===== src/rtl/pte_pkg.sv =====
// Shared PTE definitions: walker/responder FSM states, PTE bit indices and the
// accessed/dirty update helper used by both the walker and the memory responder.
package pte_pkg;

    localparam int unsigned PTE_V = 0;
    localparam int unsigned PTE_R = 1;
    localparam int unsigned PTE_W = 2;
    localparam int unsigned PTE_X = 3;
    localparam int unsigned PTE_U = 4;
    localparam int unsigned PTE_A = 6;
    localparam int unsigned PTE_D = 7;

    typedef enum logic [2:0] {
        PTE_S_IDLE       = 3'd0,
        PTE_S_RD_REQ     = 3'd1,
        PTE_S_RD_WAIT    = 3'd2,
        PTE_S_MK_RD_REQ  = 3'd3,
        PTE_S_MK_RD_WAIT = 3'd4,
        PTE_S_MK_WR_REQ  = 3'd5,
        PTE_S_MK_WR_WAIT = 3'd6
    } pte_state_t;

    // Dirty implies accessed; with neither flag the mask is empty.
    function automatic logic [63:0] pte_ad_mask(input logic        accessed,
                                                input logic        dirty,
                                                input int unsigned a_bit = PTE_A,
                                                input int unsigned d_bit = PTE_D);
        logic [63:0] m;
        m = '0;
        if (dirty) begin
            m = (64'd1 << d_bit) | (64'd1 << a_bit);
        end else if (accessed) begin
            m = 64'd1 << a_bit;
        end
        return m;
    endfunction

    function automatic logic [63:0] pte_set_ad(input logic [63:0]  pte,
                                               input logic         accessed,
                                               input logic         dirty,
                                               input int unsigned  a_bit = PTE_A,
                                               input int unsigned  d_bit = PTE_D);
        return pte | pte_ad_mask(accessed, dirty, a_bit, d_bit);
    endfunction

endpackage


===== src/rtl/pte_mem_responder_if.sv =====
// Memory bus port shared by the PTE responder (master) and the memory system (slave).
interface pte_mem_responder_if #(
    parameter int unsigned PA_WIDTH = 32
);
    logic                bus_req_valid;
    logic                bus_req_ready;
    logic                bus_req_we;
    logic [PA_WIDTH-1:0] bus_req_addr;
    logic [63:0]         bus_req_wdata;
    logic                bus_rsp_valid;
    logic [63:0]         bus_rsp_rdata;

    modport master (
        output bus_req_valid, bus_req_we, bus_req_addr, bus_req_wdata,
        input  bus_req_ready, bus_rsp_valid, bus_rsp_rdata
    );

    modport slave (
        input  bus_req_valid, bus_req_we, bus_req_addr, bus_req_wdata,
        output bus_req_ready, bus_rsp_valid, bus_rsp_rdata
    );
endinterface


===== src/rtl/pte_mem_responder.sv =====
// PTE memory responder: serves walker PTE loads/stores and A/D read-modify-write marks
// over one bus master port. Define PTE_MARK_SKIP_EN to skip write-backs that change nothing.
module pte_mem_responder
    import pte_pkg::*;
#(
    parameter int unsigned PA_WIDTH = 32,
    parameter int unsigned A_BIT    = PTE_A,
    parameter int unsigned D_BIT    = PTE_D
) (
    input  logic                clk,
    input  logic                reset,
    input  logic                mem_req_valid,
    input  logic [PA_WIDTH-1:0] mem_req_addr,
    input  logic [63:0]         mem_req_data,
    input  logic                mem_req_store,
    output logic                mem_rsp_valid,
    output logic [63:0]         mem_rsp_data,
    input  logic                mem_mark_valid,
    input  logic                mem_mark_accessed,
    input  logic                mem_mark_dirty,
    input  logic [63:0]         mem_mark_addr,
    output logic                mem_mark_rsp_valid,
    pte_mem_responder_if.master bus,
    output logic                busy,
    output logic                proto_err
);

    localparam logic [2:0] S_IDLE       = PTE_S_IDLE;
    localparam logic [2:0] S_RD_REQ     = PTE_S_RD_REQ;
    localparam logic [2:0] S_RD_WAIT    = PTE_S_RD_WAIT;
    localparam logic [2:0] S_MK_RD_REQ  = PTE_S_MK_RD_REQ;
    localparam logic [2:0] S_MK_RD_WAIT = PTE_S_MK_RD_WAIT;
    localparam logic [2:0] S_MK_WR_REQ  = PTE_S_MK_WR_REQ;
    localparam logic [2:0] S_MK_WR_WAIT = PTE_S_MK_WR_WAIT;

    logic [2:0]          state_q, state_d;
    logic                pend_rd_q, pend_rd_d;
    logic                pend_mk_q, pend_mk_d;
    logic [PA_WIDTH-1:0] rd_addr_q, rd_addr_d;
    logic [63:0]         rd_data_q, rd_data_d;
    logic                rd_store_q, rd_store_d;
    logic [PA_WIDTH-1:0] mk_addr_q, mk_addr_d;
    logic                mk_acc_q, mk_acc_d;
    logic                mk_dirty_q, mk_dirty_d;

    logic                bus_req_valid_q, bus_req_valid_d;
    logic                bus_req_we_q, bus_req_we_d;
    logic [PA_WIDTH-1:0] bus_req_addr_q, bus_req_addr_d;
    logic [63:0]         bus_req_wdata_q, bus_req_wdata_d;
    logic                mem_rsp_valid_q, mem_rsp_valid_d;
    logic [63:0]         mem_rsp_data_q, mem_rsp_data_d;
    logic                mark_rsp_valid_q, mark_rsp_valid_d;
    logic                busy_q, busy_d;
    logic                proto_err_q, proto_err_d;

    // Request seen this cycle: either already pending or arriving right now.
    logic                rd_avail_c, mk_avail_c;
    logic [PA_WIDTH-1:0] rd_addr_c, mk_addr_c;
    logic [63:0]         rd_data_c;
    logic                rd_store_c;
    logic [63:0]         mk_new_c;
    logic                unused_bits;

    assign unused_bits = ^{mem_req_addr[2:0], mem_mark_addr[63:PA_WIDTH], mem_mark_addr[2:0]};

    // Pending flags stay set until the matching response pulses, so a second
    // pulse during service is flagged as a protocol error and dropped.
    always_comb begin
        pend_rd_d   = pend_rd_q | mem_req_valid;
        pend_mk_d   = pend_mk_q | mem_mark_valid;
        proto_err_d = proto_err_q | (mem_req_valid & pend_rd_q) | (mem_mark_valid & pend_mk_q);
        rd_addr_d   = rd_addr_q;
        rd_data_d   = rd_data_q;
        rd_store_d  = rd_store_q;
        mk_addr_d   = mk_addr_q;
        mk_acc_d    = mk_acc_q;
        mk_dirty_d  = mk_dirty_q;

        rd_addr_c  = pend_rd_q ? rd_addr_q  : {mem_req_addr[PA_WIDTH-1:3], 3'b000};
        rd_data_c  = pend_rd_q ? rd_data_q  : mem_req_data;
        rd_store_c = pend_rd_q ? rd_store_q : mem_req_store;
        mk_addr_c  = pend_mk_q ? mk_addr_q  : {mem_mark_addr[PA_WIDTH-1:3], 3'b000};
        rd_avail_c = pend_rd_q | mem_req_valid;
        mk_avail_c = pend_mk_q | mem_mark_valid;

        if (mem_req_valid && !pend_rd_q) begin
            rd_addr_d  = rd_addr_c;
            rd_data_d  = rd_data_c;
            rd_store_d = rd_store_c;
        end
        if (mem_mark_valid && !pend_mk_q) begin
            mk_addr_d  = mk_addr_c;
            mk_acc_d   = mem_mark_accessed;
            mk_dirty_d = mem_mark_dirty;
        end

        state_d          = state_q;
        bus_req_valid_d  = bus_req_valid_q;
        bus_req_we_d     = bus_req_we_q;
        bus_req_addr_d   = bus_req_addr_q;
        bus_req_wdata_d  = bus_req_wdata_q;
        mem_rsp_valid_d  = 1'b0;
        mem_rsp_data_d   = mem_rsp_data_q;
        mark_rsp_valid_d = 1'b0;
        mk_new_c         = pte_set_ad(bus.bus_rsp_rdata, mk_acc_q, mk_dirty_q, A_BIT, D_BIT);

        case (state_q)
            S_IDLE: begin
                if (rd_avail_c) begin
                    state_d         = S_RD_REQ;
                    bus_req_valid_d = 1'b1;
                    bus_req_we_d    = rd_store_c;
                    bus_req_addr_d  = rd_addr_c;
                    bus_req_wdata_d = rd_data_c;
                end else if (mk_avail_c) begin
                    state_d         = S_MK_RD_REQ;
                    bus_req_valid_d = 1'b1;
                    bus_req_we_d    = 1'b0;
                    bus_req_addr_d  = mk_addr_c;
                    bus_req_wdata_d = '0;
                end
            end
            S_RD_REQ: begin
                if (bus.bus_req_ready) begin
                    state_d         = S_RD_WAIT;
                    bus_req_valid_d = 1'b0;
                end
            end
            S_RD_WAIT: begin
                if (bus.bus_rsp_valid) begin
                    state_d         = S_IDLE;
                    mem_rsp_valid_d = 1'b1;
                    mem_rsp_data_d  = rd_store_q ? 64'd0 : bus.bus_rsp_rdata;
                    pend_rd_d       = 1'b0;
                end
            end
            S_MK_RD_REQ: begin
                if (bus.bus_req_ready) begin
                    state_d         = S_MK_RD_WAIT;
                    bus_req_valid_d = 1'b0;
                end
            end
            S_MK_RD_WAIT: begin
                if (bus.bus_rsp_valid) begin
`ifdef PTE_MARK_SKIP_EN
                    if (mk_new_c == bus.bus_rsp_rdata) begin
                        state_d          = S_IDLE;
                        mark_rsp_valid_d = 1'b1;
                        pend_mk_d        = 1'b0;
                    end else begin
                        state_d         = S_MK_WR_REQ;
                        bus_req_valid_d = 1'b1;
                        bus_req_we_d    = 1'b1;
                        bus_req_wdata_d = mk_new_c;
                    end
`else
                    state_d         = S_MK_WR_REQ;
                    bus_req_valid_d = 1'b1;
                    bus_req_we_d    = 1'b1;
                    bus_req_wdata_d = mk_new_c;
`endif
                end
            end
            S_MK_WR_REQ: begin
                if (bus.bus_req_ready) begin
                    state_d         = S_MK_WR_WAIT;
                    bus_req_valid_d = 1'b0;
                end
            end
            S_MK_WR_WAIT: begin
                if (bus.bus_rsp_valid) begin
                    state_d          = S_IDLE;
                    mark_rsp_valid_d = 1'b1;
                    pend_mk_d        = 1'b0;
                end
            end
            default: begin
                state_d         = S_IDLE;
                bus_req_valid_d = 1'b0;
            end
        endcase

        busy_d = (state_d != S_IDLE) | pend_rd_d | pend_mk_d;
    end

    always_ff @(posedge clk or negedge reset) begin
        if (!reset) begin
            state_q          <= S_IDLE;
            pend_rd_q        <= 1'b0;
            pend_mk_q        <= 1'b0;
            rd_addr_q        <= '0;
            rd_data_q        <= '0;
            rd_store_q       <= 1'b0;
            mk_addr_q        <= '0;
            mk_acc_q         <= 1'b0;
            mk_dirty_q       <= 1'b0;
            bus_req_valid_q  <= 1'b0;
            bus_req_we_q     <= 1'b0;
            bus_req_addr_q   <= '0;
            bus_req_wdata_q  <= '0;
            mem_rsp_valid_q  <= 1'b0;
            mem_rsp_data_q   <= '0;
            mark_rsp_valid_q <= 1'b0;
            busy_q           <= 1'b0;
            proto_err_q      <= 1'b0;
        end else begin
            state_q          <= state_d;
            pend_rd_q        <= pend_rd_d;
            pend_mk_q        <= pend_mk_d;
            rd_addr_q        <= rd_addr_d;
            rd_data_q        <= rd_data_d;
            rd_store_q       <= rd_store_d;
            mk_addr_q        <= mk_addr_d;
            mk_acc_q         <= mk_acc_d;
            mk_dirty_q       <= mk_dirty_d;
            bus_req_valid_q  <= bus_req_valid_d;
            bus_req_we_q     <= bus_req_we_d;
            bus_req_addr_q   <= bus_req_addr_d;
            bus_req_wdata_q  <= bus_req_wdata_d;
            mem_rsp_valid_q  <= mem_rsp_valid_d;
            mem_rsp_data_q   <= mem_rsp_data_d;
            mark_rsp_valid_q <= mark_rsp_valid_d;
            busy_q           <= busy_d;
            proto_err_q      <= proto_err_d;
        end
    end

    assign bus.bus_req_valid   = bus_req_valid_q;
    assign bus.bus_req_we      = bus_req_we_q;
    assign bus.bus_req_addr    = bus_req_addr_q;
    assign bus.bus_req_wdata   = bus_req_wdata_q;
    assign mem_rsp_valid       = mem_rsp_valid_q;
    assign mem_rsp_data        = mem_rsp_data_q;
    assign mem_mark_rsp_valid  = mark_rsp_valid_q;
    assign busy                = busy_q;
    assign proto_err           = proto_err_q;

endmodule

===== src/flat_wrapper.sv =====
// flat-port wrapper written by rule: the top's interface ports become plain ports
module pte_mem_responder_flat import pte_pkg::*;
#(
    parameter int unsigned PA_WIDTH = 32,
    parameter int unsigned A_BIT    = PTE_A,
    parameter int unsigned D_BIT    = PTE_D
)
  (clk, reset, mem_req_valid, mem_req_addr, mem_req_data, mem_req_store, mem_rsp_valid, mem_rsp_data, mem_mark_valid, mem_mark_accessed, mem_mark_dirty, mem_mark_addr, mem_mark_rsp_valid, busy, proto_err, bus_bus_req_valid, bus_bus_req_we, bus_bus_req_addr, bus_bus_req_wdata, bus_bus_req_ready, bus_bus_rsp_valid, bus_bus_rsp_rdata);
  pte_mem_responder_if #(.PA_WIDTH(PA_WIDTH)) bus_i ();
  input  logic clk;
  input  logic reset;
  input  logic mem_req_valid;
  input  logic [PA_WIDTH-1:0] mem_req_addr;
  input  logic [63:0] mem_req_data;
  input  logic mem_req_store;
  output logic mem_rsp_valid;
  output logic [63:0] mem_rsp_data;
  input  logic mem_mark_valid;
  input  logic mem_mark_accessed;
  input  logic mem_mark_dirty;
  input  logic [63:0] mem_mark_addr;
  output logic mem_mark_rsp_valid;
  output logic busy;
  output logic proto_err;
  output wire logic [$bits(bus_i.bus_req_valid)-1:0] bus_bus_req_valid;
  output wire logic [$bits(bus_i.bus_req_we)-1:0] bus_bus_req_we;
  output wire logic [$bits(bus_i.bus_req_addr)-1:0] bus_bus_req_addr;
  output wire logic [$bits(bus_i.bus_req_wdata)-1:0] bus_bus_req_wdata;
  input wire logic [$bits(bus_i.bus_req_ready)-1:0] bus_bus_req_ready;
  input wire logic [$bits(bus_i.bus_rsp_valid)-1:0] bus_bus_rsp_valid;
  input wire logic [$bits(bus_i.bus_rsp_rdata)-1:0] bus_bus_rsp_rdata;
  assign bus_bus_req_valid = bus_i.bus_req_valid;
  assign bus_bus_req_we = bus_i.bus_req_we;
  assign bus_bus_req_addr = bus_i.bus_req_addr;
  assign bus_bus_req_wdata = bus_i.bus_req_wdata;
  assign bus_i.bus_req_ready = bus_bus_req_ready;
  assign bus_i.bus_rsp_valid = bus_bus_rsp_valid;
  assign bus_i.bus_rsp_rdata = bus_bus_rsp_rdata;
  pte_mem_responder #(.PA_WIDTH(PA_WIDTH), .A_BIT(A_BIT), .D_BIT(D_BIT)) u_core (.clk(clk), .reset(reset), .mem_req_valid(mem_req_valid), .mem_req_addr(mem_req_addr), .mem_req_data(mem_req_data), .mem_req_store(mem_req_store), .mem_rsp_valid(mem_rsp_valid), .mem_rsp_data(mem_rsp_data), .mem_mark_valid(mem_mark_valid), .mem_mark_accessed(mem_mark_accessed), .mem_mark_dirty(mem_mark_dirty), .mem_mark_addr(mem_mark_addr), .mem_mark_rsp_valid(mem_mark_rsp_valid), .bus(bus_i), .busy(busy), .proto_err(proto_err));
endmodule

===== config.mk =====
export PLATFORM = sky130hd
export DESIGN_NAME = pte_mem_responder_flat
export DESIGN_NICKNAME = d
export VERILOG_FILES = /design/src/rtl/pte_pkg.sv /design/src/rtl/pte_mem_responder_if.sv /design/src/rtl/pte_mem_responder.sv /design/src/flat_wrapper.sv
export SDC_FILE = /design/constraint.sdc
export NUM_CORES = 1
export LEC_CHECK = 0
export BUFFER_PORTS_ARGS = -buffer_cell sky130_fd_sc_hd__buf_2
export CELL_PAD_IN_SITES_DETAIL_PLACEMENT = 2
export CELL_PAD_IN_SITES_GLOBAL_PLACEMENT = 2
export CORE_MARGIN = 5
export CORE_UTILIZATION = 35
export CTS_CLUSTER_DIAMETER = 60
export DETAILED_ROUTE_END_ITERATION = 10
export PLACE_DENSITY = 0.85
export SLEW_MARGIN = 20
export SYNTH_ARGS = -nofsm -noshare
export SYNTH_HDL_FRONTEND = slang
export SYNTH_SLANG_ARGS = --single-unit

===== constraint.sdc =====
create_clock -name clk -period 3.5 [get_ports clk]
set_input_delay 0.35 -clock clk [delete_from_list [all_inputs] [get_ports clk]]
set_output_delay 0.35 -clock clk [all_outputs]
set_load 0.005 [all_outputs]

==> metrics.md <==
| Metric | Value |
|---|---|
| Register cell area after layout | `7570 µm²` |
| Final non-filler cell area | `between 15000 and 20000 µm²` |
| Least-Margin Pin Slew | `0.874 ns` |
| Vias in the first global route | `12.5k` |
| Net count of the finished layout | `1760` |
| First-pass GRT wire length | `approximately 76000 µm` |
| Final routed wirelength across all metal layers | `50500 µm` |
| Post-Synth XOR/XNOR Area | `0` |
| Number of iterations in the first detailed-routing pass | `4` |
| Fraction of the mapped netlist area in compound gates | `0.151` |
| Vias post-DR | `11.1k` |
| Root Buffer Master | `sky130_fd_sc_hd__clkbuf_16` |
| Hold depth | `2` |
| IR Drop Worst-Case VDD | `0.515 mV` |
| Fraction of the mapped netlist area in simple logic gates | `0.0967` |
| Cells on worst reg2reg path | `4` |
| Max Transition Viols Final | `0` |
| Worst setup slack for register-to-register paths | `1.12 ns` |
| Setup Fix Bufs, Post-CTS | `0` |
| Routed wire per std cell | `about 24 µm` |
| Resize count post-CTS | `0` |
| Met1 Routed Length | `approximately 20000 µm` |
| Chip width | `205 µm` |
| Core utilization of the finished layout | `0.448` |
| Leading register cell type out of synthesis | `sky130_fd_sc_hd__dfrtp_1` |
| Global-route congestion overflow total | `0` |
| Largest net degree at the start of global routing | `about 110` |
| Maximum clock skew at final layout | `around 0.022 ns` |
| CTS Buffer Depth | `3` |
| Final-layout setup total negative slack | `0 ns` |
| Mux cell area share after synthesis | `0.151` |
| Distinct cell type count of the synthesized netlist | `32` |
| Power per cell area | `~990 nW/µm²` |
| Arrival time at the worst endpoint | `approximately 2.8 ns` |
| Register bit count reported by yosys | `about 300` |
| Cell count after placement | `1996` |
| Number of clock buffers inserted by TritonCTS | `39` |
| Detailed Route Iter0 Violations | `397` |
| Startpoint type of the worst setup path | `register` |
| Later-pin clock latency in the skew report | `0.54 ns` |
| Final critical path time including I/O delays and setup | `2.38 ns` |
| Hold endpoint | `u_core.mk_acc_q` |
| Minimum hold slack | `0.0480 ns` |
| Largest family of logic cells by synthesized area | `compound AO/OA/AOI/OAI gates` |
| Leakage component of the power | `approximately 8.2 nW` |
| Via density per instance | `approximately 5.3` |
| Total length of routed met3 wires | `3970 µm` |
| Worst R2R End | `u_core.mem_rsp_data[55]` |
| Adder and majority gate portion of the synthesized area | `0` |
| Share of the yosys chip area belonging to registers | `0.569` |
| Placer congestion estimate | `roughly 0.78` |
| Post-synthesis cell count | `1204` |
| Count of final hold-check violations | `0` |
| EDFF count, synth | `0` |
| Area of the core region | `37600 µm²` |
| DRC violations left | `0` |
| Fraction of the cycle the final worst path needs | `0.681` |
| Clock-pin slew on the worst setup and hold paths | `0.06 ns` |
| Total global routing track utilization | `0.233` |
| Vertical die dimension | `just over 200 µm` |
| Fraction of final layout cells with drive strength greater than 1 | `0.372` |
| Fillers | `3920` |
| Post-place instance area | `about 16000 µm²` |
| Average size of a mapped cell | `11.0 µm²` |
| Post-Syn Nets | `roughly 1.4k` |
| Status | `completed` |
| Kind of path behind the tightest hold check | `in -> reg` |
| Total of endpoints with negative setup slack in the final report | `0` |
| Final HPWL DP | `33100 µm` |
| Post-CTS Hold Fix Bufs | `1` |
| Highest metal layer with signal wires | `met5` |
| DIE AREA | `41900 µm²` |
| Critical path type | `reg -> reg` |
| Yosys warnings | `0` |
| RSZ-0062 raised after global routing | `false` |
| TritonCTS clock tree | `done` |
| Fraction of registers with async set or reset after synthesis | `1.00` |
| Worst EP required | `3.87 ns` |
| Type of destination of the critical path | `register` |
| Initial antenna violation count | `21` |
| Synthesized area | `~13000 µm²` |
| Clk sinks | `about 300` |
| Starting density of the core | `0.353` |
| RR Startpoint | `u_core.state_q[2]` |
| Buffers added on ports | `360` |
| Highest fanout seen on the critical path | `68` |
| Final non-filler cell total | `2083` |
| Maxcap violations | `0` |
| Number of rows created at floorplan | `71` |
| Synth-to-Final Area Change | `27.0%` |
| Area taken by multi-input logic gates | `~5300 µm²` |
| Post-detailed-route count of antenna-violating nets | `0` |
| Ports | `~400` |
| Rel. slew slack | `0.417` |
| Maximum clock frequency | `419 MHz` |
| H-tree levels | `2` |
| Hold Startpoint | `mem_mark_accessed` |
| Met2 Wirelength | `about 25000 µm` |
cell families (layout without fill, tap and decap cells):
group                  count (synthesis)  after routing
and+or+nand+nor                      282            282
muxes                                184            184
DFF                                  302            302
other                                  0             18
AOI/OAI and AO/OA                    329            329
buffers and inverters                107            457
Yosys cell counts (3+ instances only):
cell type | instances | area, µm²
sky130_fd_sc_hd__nor2b_1 | 7 | 43.8
sky130_fd_sc_hd__a21oi_1 | 35 | 175
sky130_fd_sc_hd__o21ai_0 | 218 | 1090
sky130_fd_sc_hd__mux2i_1 | 59 | 591
sky130_fd_sc_hd__nand2_1 | 160 | 601
sky130_fd_sc_hd__and2_1 | 3 | 18.8
sky130_fd_sc_hd__inv_1 | 5 | 18.8
sky130_fd_sc_hd__buf_1 | 7 | 26.3
sky130_fd_sc_hd__nand2b_1 | 66 | 413
sky130_fd_sc_hd__nor2_1 | 37 | 139
sky130_fd_sc_hd__buf_2 | 9 | 45.0
sky130_fd_sc_hd__a32oi_1 | 3 | 26.3
sky130_fd_sc_hd__clkbuf_1 | 84 | 315
sky130_fd_sc_hd__dfrtp_1 | 302 | 7560
sky130_fd_sc_hd__a22oi_1 | 3 | 22.5
sky130_fd_sc_hd__mux2_2 | 125 | 1410
sky130_fd_sc_hd__a221o_1 | 63 | 631
final cells by class:
cell class | count | share of cell area
tap | 511 | 0.0379
antenna | 18 | 0.00267
clock buffer | 58 | 0.0675
multi-input combinational | 795 | 0.316
timing repair buffer | 384 | 0.121
sequential | 302 | 0.449
inverter | 5 | 0.00111
clock inverter | 10 | 0.00475
worst max path at each step:
stage,from,endpoint,slack [ns]
after floorplan,u_core.pend_mk_q,u_core.busy,1.45
after global placement,u_core.pend_rd_q,u_core.bus.bus_req_wdata[41],1.25
after detailed placement,u_core.pend_rd_q,u_core.bus.bus_req_wdata[55],1.11
after CTS,u_core.pend_rd_q,u_core.bus.bus_req_wdata[55],1.05
after global routing,u_core.state_q[2],u_core.mem_rsp_data[55],0.91
final,u_core.state_q[2],u_core.mem_rsp_data[55],1.12
state kept, by name (all words and copies together), names as in the netlist:
signal	flops
u_core.bus.bus_req_wdata	64
u_core.rd_addr_q	32
u_core.proto_err	1
u_core.bus.bus_req_we	1
u_core.mk_addr_q	32
u_core.bus.bus_req_valid	1
u_core.mem_mark_rsp_valid	1
u_core.mk_dirty_q	1
u_core.rd_store_q	1
u_core.mem_rsp_valid	1
u_core.state_q	3
u_core.pend_rd_q	1
u_core.busy	1
u_core.mem_rsp_data	64
u_core.pend_mk_q	1
u_core.rd_data_q	64
u_core.bus.bus_req_addr	32
u_core.mk_acc_q	1
metrics by stage:
step | worst slack (ns) | power [mW]
2_1_floorplan | 1.45 | 9.88
3_3_place_gp | 1.25 | 12.1
3_5_place_dp | 1.11 | 12.7
4_1_cts | 1.05 | 16.9
5_1_grt | 0.905 | 17.7
6_report | 1.12 | 16.6
critical path, cell delays in order, from the launching register on:
cell	delay (ns)
sky130_fd_sc_hd__dfrtp_1	0.57
sky130_fd_sc_hd__nor2b_1	0.19
sky130_fd_sc_hd__nand2_4	0.52
sky130_fd_sc_hd__buf_4	0.66
sky130_fd_sc_hd__o21ai_0	0.24
layer usage:
| metal | GRT usage | vias up |
|---|---|---|
| met3 | 0.0719 | 98 |
| met5 | 0 | - |
| li1 | - | 4917 |
| met4 | 0.0888 | 20 |
| met2 | 0.406 | 345 |
| met1 | 0.271 | 5671 |
where the power goes:
part / switching, mW / internal [mW] / leakage (nW)
clock network: 1.59 / 2.26 / 0.599
registers: 1.15 / 5.19 / 3.70
logic: 3.54 / 2.91 / 3.87
placed cells by master, fill, tap and decap left out, drive strengths merged:
cell         instances
nor3                 1
clkinv               4
nand2              161
dfrtp              302
nor4                 1
a221oi               2
dlygate4sd3          1
nand2b              66
o21ai              218
a221o               63
and2                 3
o22ai                1
nor2b                7
o31ai                2
a32o                 1
a21oi               35
and3                 1
or4b                 1
a32oi                3
diode               18
or4                  2
mux2               125
inv                 10
and3b                1
clkbuf              58
mux2i               59
a22oi                3
nor3b                1
o211ai               1
nor2                37
clkinvlp             1
buf                383
No activity file was read; power rests on OpenSTA's default activity.
